[src/rtl/pc_pkg.sv]
// pc_pkg: shared types for the program-counter unit
package pc_pkg;
  typedef enum logic [1:0] {BOOT, RUN, HALT} pc_state_t;
  typedef enum logic [2:0] {SEL_HOLD, SEL_SEQ, SEL_TARGET, SEL_TRAP, SEL_EPC} pc_sel_t;
endpackage

[src/rtl/pc_unit_if.sv]
// pc_unit_if: control inputs and fetch-side outputs of the program-counter unit
interface pc_unit_if #(parameter int XLEN = 32);
  logic            stall;
  logic            finish_flag;
  logic            br_taken;
  logic [XLEN-1:0] br_target;
  logic            trap_req;
  logic            trap_ret;
  logic [XLEN-1:0] pc_reg;
  logic            pc_valid;
  logic [XLEN-1:0] epc;
  logic            halted;
  logic            misaligned;
  modport master (
    output stall, finish_flag, br_taken, br_target, trap_req, trap_ret,
    input  pc_reg, pc_valid, epc, halted, misaligned
  );
  modport slave (
    input  stall, finish_flag, br_taken, br_target, trap_req, trap_ret,
    output pc_reg, pc_valid, epc, halted, misaligned
  );
endinterface

[src/rtl/pc_next_sel.sv]
// pc_next_sel: priority decode of control inputs into next-PC select and epc/misaligned enables
module pc_next_sel
  import pc_pkg::*;
(
  input  pc_state_t state,
  input  logic      stall,
  input  logic      finish_flag,
  input  logic      br_taken,
  input  logic      trap_req,
  input  logic      trap_ret,
  input  logic      tgt_misaligned,
  output pc_sel_t   sel,
  output logic      epc_load,
  output logic      mis_set
);
  logic act;
  // act: RUN and not finishing, so exactly one of rules 2..7 applies
  assign act      = (state == RUN) && !finish_flag;
  assign mis_set  = act && !trap_req && br_taken && tgt_misaligned;
  assign epc_load = (act && trap_req) || mis_set;
  assign sel      = !act     ? SEL_HOLD   :
                    epc_load ? SEL_TRAP   :
                    trap_ret ? SEL_EPC    :
                    br_taken ? SEL_TARGET :
                    stall    ? SEL_HOLD   : SEL_SEQ;
endmodule

[src/rtl/pc_unit.sv]
// pc_unit: program counter with step advance, branches, traps, trap return, stall and sticky halt
module pc_unit
  import pc_pkg::*;
#(
  parameter int              XLEN         = 32,
  parameter int              STEP         = 4,
  parameter logic [XLEN-1:0] RESET_VECTOR = '0,
  parameter logic [XLEN-1:0] TRAP_VECTOR  = XLEN'(32'h0000_0100)
) (
  input logic       clk,
  input logic       reset,
  pc_unit_if.slave  bus
);
  pc_state_t       state, state_nxt;
  pc_sel_t         sel;
  logic [XLEN-1:0] pc, pc_nxt, epc;
  logic            valid, halted, mis, epc_load, mis_set, tgt_mis;
  // STEP is a power of two, so STEP-1 masks the low bits that must be zero
  assign tgt_mis = |(bus.br_target & XLEN'(STEP - 1));
  pc_next_sel u_sel (
    .state          (state),
    .stall          (bus.stall),
    .finish_flag    (bus.finish_flag),
    .br_taken       (bus.br_taken),
    .trap_req       (bus.trap_req),
    .trap_ret       (bus.trap_ret),
    .tgt_misaligned (tgt_mis),
    .sel            (sel),
    .epc_load       (epc_load),
    .mis_set        (mis_set)
  );
  assign pc_nxt = sel == SEL_SEQ    ? pc + XLEN'(STEP) :
                  sel == SEL_TARGET ? bus.br_target    :
                  sel == SEL_TRAP   ? TRAP_VECTOR      :
                  sel == SEL_EPC    ? epc              : pc;
  assign state_nxt = state == BOOT                     ? RUN  :
                     (state == RUN && bus.finish_flag) ? HALT : state;
  always_ff @(posedge clk or posedge reset) begin
    if (reset) begin
      state  <= BOOT;
      pc     <= RESET_VECTOR;
      epc    <= '0;
      valid  <= 1'b0;
      halted <= 1'b0;
      mis    <= 1'b0;
    end else begin
      state  <= state_nxt;
      pc     <= pc_nxt;
      epc    <= epc_load ? pc : epc;
      valid  <= state_nxt == RUN;
      halted <= state_nxt == HALT;
      mis    <= mis_set;
    end
  end
  assign bus.pc_reg     = pc;
  assign bus.pc_valid   = valid;
  assign bus.epc        = epc;
  assign bus.halted     = halted;
  assign bus.misaligned = mis;
endmodule

[src/flat_wrapper.sv]
// flat-port wrapper written by rule: the top's interface ports become plain ports
module pc_unit_flat import pc_pkg::*;
#(
  parameter int              XLEN         = 32,
  parameter int              STEP         = 4,
  parameter logic [XLEN-1:0] RESET_VECTOR = '0,
  parameter logic [XLEN-1:0] TRAP_VECTOR  = XLEN'(32'h0000_0100)
)
  (clk, reset, bus_stall, bus_finish_flag, bus_br_taken, bus_br_target, bus_trap_req, bus_trap_ret, bus_pc_reg, bus_pc_valid, bus_epc, bus_halted, bus_misaligned);
  pc_unit_if #(.XLEN(XLEN)) bus_i ();
  input logic clk;
  input logic reset;
  input wire logic [$bits(bus_i.stall)-1:0] bus_stall;
  input wire logic [$bits(bus_i.finish_flag)-1:0] bus_finish_flag;
  input wire logic [$bits(bus_i.br_taken)-1:0] bus_br_taken;
  input wire logic [$bits(bus_i.br_target)-1:0] bus_br_target;
  input wire logic [$bits(bus_i.trap_req)-1:0] bus_trap_req;
  input wire logic [$bits(bus_i.trap_ret)-1:0] bus_trap_ret;
  output wire logic [$bits(bus_i.pc_reg)-1:0] bus_pc_reg;
  output wire logic [$bits(bus_i.pc_valid)-1:0] bus_pc_valid;
  output wire logic [$bits(bus_i.epc)-1:0] bus_epc;
  output wire logic [$bits(bus_i.halted)-1:0] bus_halted;
  output wire logic [$bits(bus_i.misaligned)-1:0] bus_misaligned;
  assign bus_i.stall = bus_stall;
  assign bus_i.finish_flag = bus_finish_flag;
  assign bus_i.br_taken = bus_br_taken;
  assign bus_i.br_target = bus_br_target;
  assign bus_i.trap_req = bus_trap_req;
  assign bus_i.trap_ret = bus_trap_ret;
  assign bus_pc_reg = bus_i.pc_reg;
  assign bus_pc_valid = bus_i.pc_valid;
  assign bus_epc = bus_i.epc;
  assign bus_halted = bus_i.halted;
  assign bus_misaligned = bus_i.misaligned;
  pc_unit #(.XLEN(XLEN), .STEP(STEP), .RESET_VECTOR(RESET_VECTOR), .TRAP_VECTOR(TRAP_VECTOR)) u_core (.clk(clk), .reset(reset), .bus(bus_i));
endmodule
[config.mk]
export PLATFORM = sky130hd
export DESIGN_NAME = pc_unit_flat
export DESIGN_NICKNAME = d
export VERILOG_FILES = /design/src/rtl/pc_pkg.sv /design/src/rtl/pc_unit_if.sv /design/src/rtl/pc_next_sel.sv /design/src/rtl/pc_unit.sv /design/src/flat_wrapper.sv
export SDC_FILE = /design/constraint.sdc
export NUM_CORES = 1
export LEC_CHECK = 0
export CORE_MARGIN = 2
export CORE_UTILIZATION = 31
export CTS_BUF_LIST = sky130_fd_sc_hd__clkbuf_8
export DETAILED_ROUTE_END_ITERATION = 6
export PLACE_DENSITY = 0.55
export SYNTH_ARGS = -nofsm -noshare
export SYNTH_HDL_FRONTEND = slang
export SYNTH_SLANG_ARGS = --single-unit
export TNS_END_PERCENT = 1
[constraint.sdc]
create_clock -name clk -period 3.1 [get_ports clk]
set_input_delay 0.62 -clock clk [delete_from_list [all_inputs] [get_ports clk]]
set_output_delay 0.62 -clock clk [all_outputs]
set_load 0.02 [all_outputs]
## Yosys cells after proc, flatten, opt, wreduce, memory -nomap -nowiden

Index checks and enable logic that the tools add are counted.

| storage, ports and cells | value |
|---|---|
| flip-flop bits (word level) | 69 |
| input bits | 39 |
| output and inout bits | 67 |
| word-level logic and storage cells | 37 |

| operators by class | value |
|---|---|
| add/subtract/negate cells | 1 |
| equality and inequality tests | 7 |
| muxes and demuxes | 11 |
| reductions and logical operators | 12 |

Operator list:

| kind | number |
|---|---|
| 2-to-1 mux 32 bit | 4 |
| adder 32 x 3 -> 32 bit (second input constant) | 1 |
| 2-to-1 mux 3 bit | 3 |
| == test 3 x 2 -> 1 bit (second input constant) | 2 |
| logical AND 1 bit | 6 |
| 2-to-1 mux 2 bit | 3 |
| == test 2 x 1 -> 1 bit (second input constant) | 2 |
| nonzero test 4 bit | 1 |
| == test 3 x 1 -> 1 bit (second input constant) | 1 |
| == test 3 bit (second input constant) | 1 |
| == test 2 bit (second input constant) | 1 |
| zero test 1 bit | 2 |
| zero test 2 bit | 1 |
| OR reduction 2 bit | 1 |
| logical OR 1 bit | 1 |
| 2-to-1 mux 1 bit | 1 |

## Logic depth before layout (Yosys ltp)

| depth | value |
|---|---|
| word-level depth | 13 |
| gate-level depth with buffers | 8 |
| mapped depth without buffers | 6 |

## Modules after synthesis

A second synthesis with hierarchy kept.

| second synthesis, totals | value |
|---|---|
| cells, all modules | 393 |
| area, all modules | 3,816.2 um^2 |

By module, submodules not included:

| module | times used | cells an instance | area each (um^2) | sequential area each (um^2) |
|---|---|---|---|---|
| pc_unit | 1 | 381 | 3,748.6 | 1,726.7 |
| pc_next_sel | 1 | 12 | 67.6 | 0.0 |

## Worst setup path before layout

OpenSTA, ideal clock, no wires.

| path | value |
|---|---|
| path type | input to register |
| start | input port bus_trap_ret |
| end | register u_core.pc[29] (netlist: u_core.bus.pc_reg[29]) |
| setup time | 69 ps |
| arrival time | 2,097 ps |
| required time | 3,031 ps |
| setup slack | 933 ps |
| stages on the path | 6 |
| buffers on the path | 2 |
| cell sequence | or3_1 -> buf_2 -> or3_1 -> buf_2 -> or4_1 -> nand3_1 |

| on the way | value |
|---|---|
| word-level cells in the longest chain between the ends | 7 |
| elaborated cells between the ends (all ways) | 11 |
| those cells by class | eq/ne: 4; mux: 6; reduce/logical: 1 |

RTL lines:

| what | line | text |
|---|---|---|
| start, declared | flat_wrapper.sv:18 | `input wire logic [$bits(bus_i.trap_ret)-1:0] bus_trap_ret;` |
| 2-to-1 mux 3 bit (*) | pc_next_sel.sv:23 | `trap_ret ? SEL_EPC :` |
| 2-to-1 mux 3 bit (*) | pc_next_sel.sv:22 | `epc_load ? SEL_TRAP :` |
| 2-to-1 mux 3 bit (*) | pc_next_sel.sv:21 | `assign sel = !act ? SEL_HOLD :` |
| == test 3 x 2 -> 1 bit | pc_unit.sv:34 | `sel == SEL_TRAP ? TRAP_VECTOR :` |
| 2-to-1 mux 32 bit | pc_unit.sv:34 |  |
| 2-to-1 mux 32 bit | pc_unit.sv:33 | `sel == SEL_TARGET ? bus.br_target :` |
| 2-to-1 mux 32 bit | pc_unit.sv:32 | `assign pc_nxt = sel == SEL_SEQ ? pc + XLEN'(STEP) :` |
| end signal, assigned | pc_unit.sv:48 | `pc <= pc_nxt;` |
| end, declared | pc_unit.sv:16 | `logic [XLEN-1:0] pc, pc_nxt, epc;` |

Mark *: on every way between the ends. The rest lies on a longest branch, timed or not.
A chain may end at the register's enable or synchronous reset.

## Worst setup path after layout

| path | value |
|---|---|
| start | input port bus_trap_ret |
| end | register u_core.pc[14] (netlist: u_core.bus.pc_reg[14]) |

Same word-level chain as after synthesis.

==> flow_summary.toml <==
[synth]
ys_warn_count = 0
syn_area_mm2 = 0.00354
synth_cells = 344
postSynthAreaPerCell_um2 = 10.3
syn_nets = 384
yosysSeqAreaShare_pct = 48.8
postSynth.asyncResetShare_pct = 100
synth_edf_count = 0
ys_types = 54
synth-seq-cells = 69
synth-main-ff-cell = "dfrtp_1"

[clock_tree]
cts.path.max_buffers = 2
cts_setup_buffers = 0
cts-resized-gates = 0
clk_latency_ns = 0.36
cts-root-buf = "clkbuf_8"
hold_buffers = 0
cts_made_buffers = 9
clk_pin_slew_worst_paths_ns = 0.07
tritoncts = "yes"
htree_num_levels = 3
cts.sinks = 69

[setup_path]
cp_num_buf_inv = 2
crit_top_cell = "or3_1"
cp_slowest_cell = "or3_1"
crit_chain = "clkdlybuf4s50_1 -> or3_1 -> or3_1 -> buf_4 -> o21ai_0 -> nor2b_1 -> a311oi_1"
critPathKind = "input pin to register"
cp_max_fo = 14
critPathLaunchType = "input pin"
crit_arrival_ns = 2.71
crit_path_end_kind = "register"
critical-path-top-delay-family = "simple AND/OR/NAND/NOR gates"
required_ns = 3.32
crit_path_max_incr_delay_ns = 0.55

[worst_hold_path]
hold_class = "register to register"

[sta]
fin_worst_skew_ns = 0.0118
tightestPinTransition_ns = 0.831
rsz0062_at_grt = "false"
finalCritPeriodShare_pct = 80.6
tns_ns = 0
slew_headroom_pct = 44.6
finalHoldViolCount = 0
slew_violations = 0
finalSetupViolCount = 0
period_needed_ns = 2.50
fmax_mhz = 400

[routing]
routed_wl_um = 11500
routedWlPerCell_um = 18.9
routed_via_density = 5.47
initialDrtViolationCount = 158
num_vias = 3321
drc_errors = 0
drt_pass1_iterations = 5
ant_nets = 0

[power_and_ir_drop]
p_switching_uw = 690
pwr-share-clk_pct = 33.9
p_seq_share_pct = 47.2
p_sw_share_pct = 29.3
p_per_area_mw_per_mm2 = 465
p_int_mw = 1.66
share_comb_of_total_power_pct = 18.9
p_leak_nw = 2.07
max-vdd-ir-drop_mv = 0.203

[finish]
diodes = 0
stdcell_area_mm2 = 0.00506
areaGrowthSynthToFinish_pct = 42.8
drive_gt1_share_pct = 15.7
fin_nets = 499
final_util_pct = 44.9

[global_routing]
grt_pass1_wl_um = 18200
grt_pass1_vias = 3252
grtUsageTotal_pct = 18.7
grt_antenna_before_repair = 0
grt_max_degree = 28
grt_overflow = 0

[placed_design]
place_congestion = 0.884
placed_cell_area_mm2 = 0.00485
place_hpwl_um = 8170
place.port_buffers = 105

[floorplan]
die_h_um = 111
ios = 106
fp.dieArea_mm2 = 0.0123
fp.coreArea_mm2 = 0.0113
fp.dieW_um = 111
start_util_pct = 31.4
rows = 39

[flow_run]
max_cap_violations = 0

[outcome]
status = "finished clean"
layer usage:
metal / global-route usage, % / wire, µm
met1: 25.2 / 5310
met2: 30.5 / 5440
met3: 3.61 / 560
met4: 6.00 / 137
met5: 0 / 0
synth_stat cells (all sizes together) (8+ instances only):
cell type  number  area [µm²]
clkbuf         13        48.8
a22oi           8        60.1
a21oi          19        98.9
nor2           17        63.8
a221oi         12         105
nand3          14        70.1
dfrtp          69        1730
nor3           17        90.1
mux2           31         349
nand2          23        86.3
o21ai          27         135
kinds of logic (layout without fill, tap and decap cells):
kind of cell    count (synthesis)  after routing  synth area share, %
compound gates                110            110                 21.8
xor+xnor                        4              4                0.990
fa+ha+maj                       1              1                0.353
buf+inv                        25            145                 3.04
flops                          69             69                 48.8
mux                            32             32                 10.1
simple gates                  103            103                 14.9
final cells by class:
cell class	count	area, µm²
Tap cell	143	179
Clock buffer	9	124
Multi-Input combinational cell	250	1710
Sequential cell	69	1730
Fill cell	1125	6220
Clock inverter	7	82.6
Timing Repair Buffer	123	1210
Inverter	6	22.5
per-stage QoR:
| step | power (mW) | hold slack (ns) | cells | setup slack (ns) |
|---|---|---|---|---|
| 2_1_floorplan | 1.30 | 0.474 | 344 | 0.740 |
| 3_3_place_gp | 1.57 | 0.495 | 591 | 0.281 |
| 3_5_place_dp | 1.57 | 0.505 | 591 | 0.241 |
| 4_1_cts | 2.38 | 0.516 | 607 | 0.601 |
| 5_1_grt | 2.45 | 0.543 | 607 | 0.434 |
| 6_report | 2.35 | 0.512 | 607 | 0.602 |
layout by cell type (no fill, tap or decap), types with 5 or more instances in the layout:
| cell type | count |
|---|---|
| clkdlybuf4s50_1 | 105 |
| dfrtp_1 | 69 |
| mux2_2 | 31 |
| o21ai_0 | 26 |
| nand2_1 | 23 |
| a21oi_1 | 18 |
| nor2_1 | 17 |
| nor3_1 | 16 |
| buf_4 | 16 |
| nand3_1 | 14 |
| a221oi_1 | 12 |
| clkbuf_8 | 9 |
| a22oi_1 | 8 |
| inv_1 | 7 |
| nand4_1 | 6 |
| nor4_1 | 6 |
| o21a_1 | 5 |
power by group through the flow:
stage                     Sequential [mW]  Clock (mW)  Combinational, mW
after floorplan                      1.19           0              0.108
after global placement               1.12           0              0.447
after detailed placement             1.13           0              0.449
after CTS                            1.11       0.816              0.452
after global routing                 1.13       0.847              0.477
final                                1.11       0.798              0.445
path summary, 6_finish.rpt:
kind	startpoint	depth (start not counted)	to	slack [ns]
setup / recovery	bus_trap_ret	7	u_core.bus.pc_reg[14]$_DFFE_PP0P_	0.60
hold / removal	u_core.state[1]$_DFF_PP0_	1	u_core.bus.pc_valid$_DFF_PP0_	0.51
setup reg to reg	u_core.bus.pc_reg[11]$_DFFE_PP0P_	5	u_core.bus.pc_reg[29]$_DFFE_PP0P_	0.73
hold reg to reg	u_core.state[1]$_DFF_PP0_	1	u_core.bus.pc_valid$_DFF_PP0_	0.51
max in group asynchronous	reset	3	u_core.bus.misaligned$_DFF_PP0_	1.68
min in group asynchronous	reset	2	u_core.bus.epc[29]$_DFFE_PP0P_	0.65
Power figures use the tool's default switching activity.
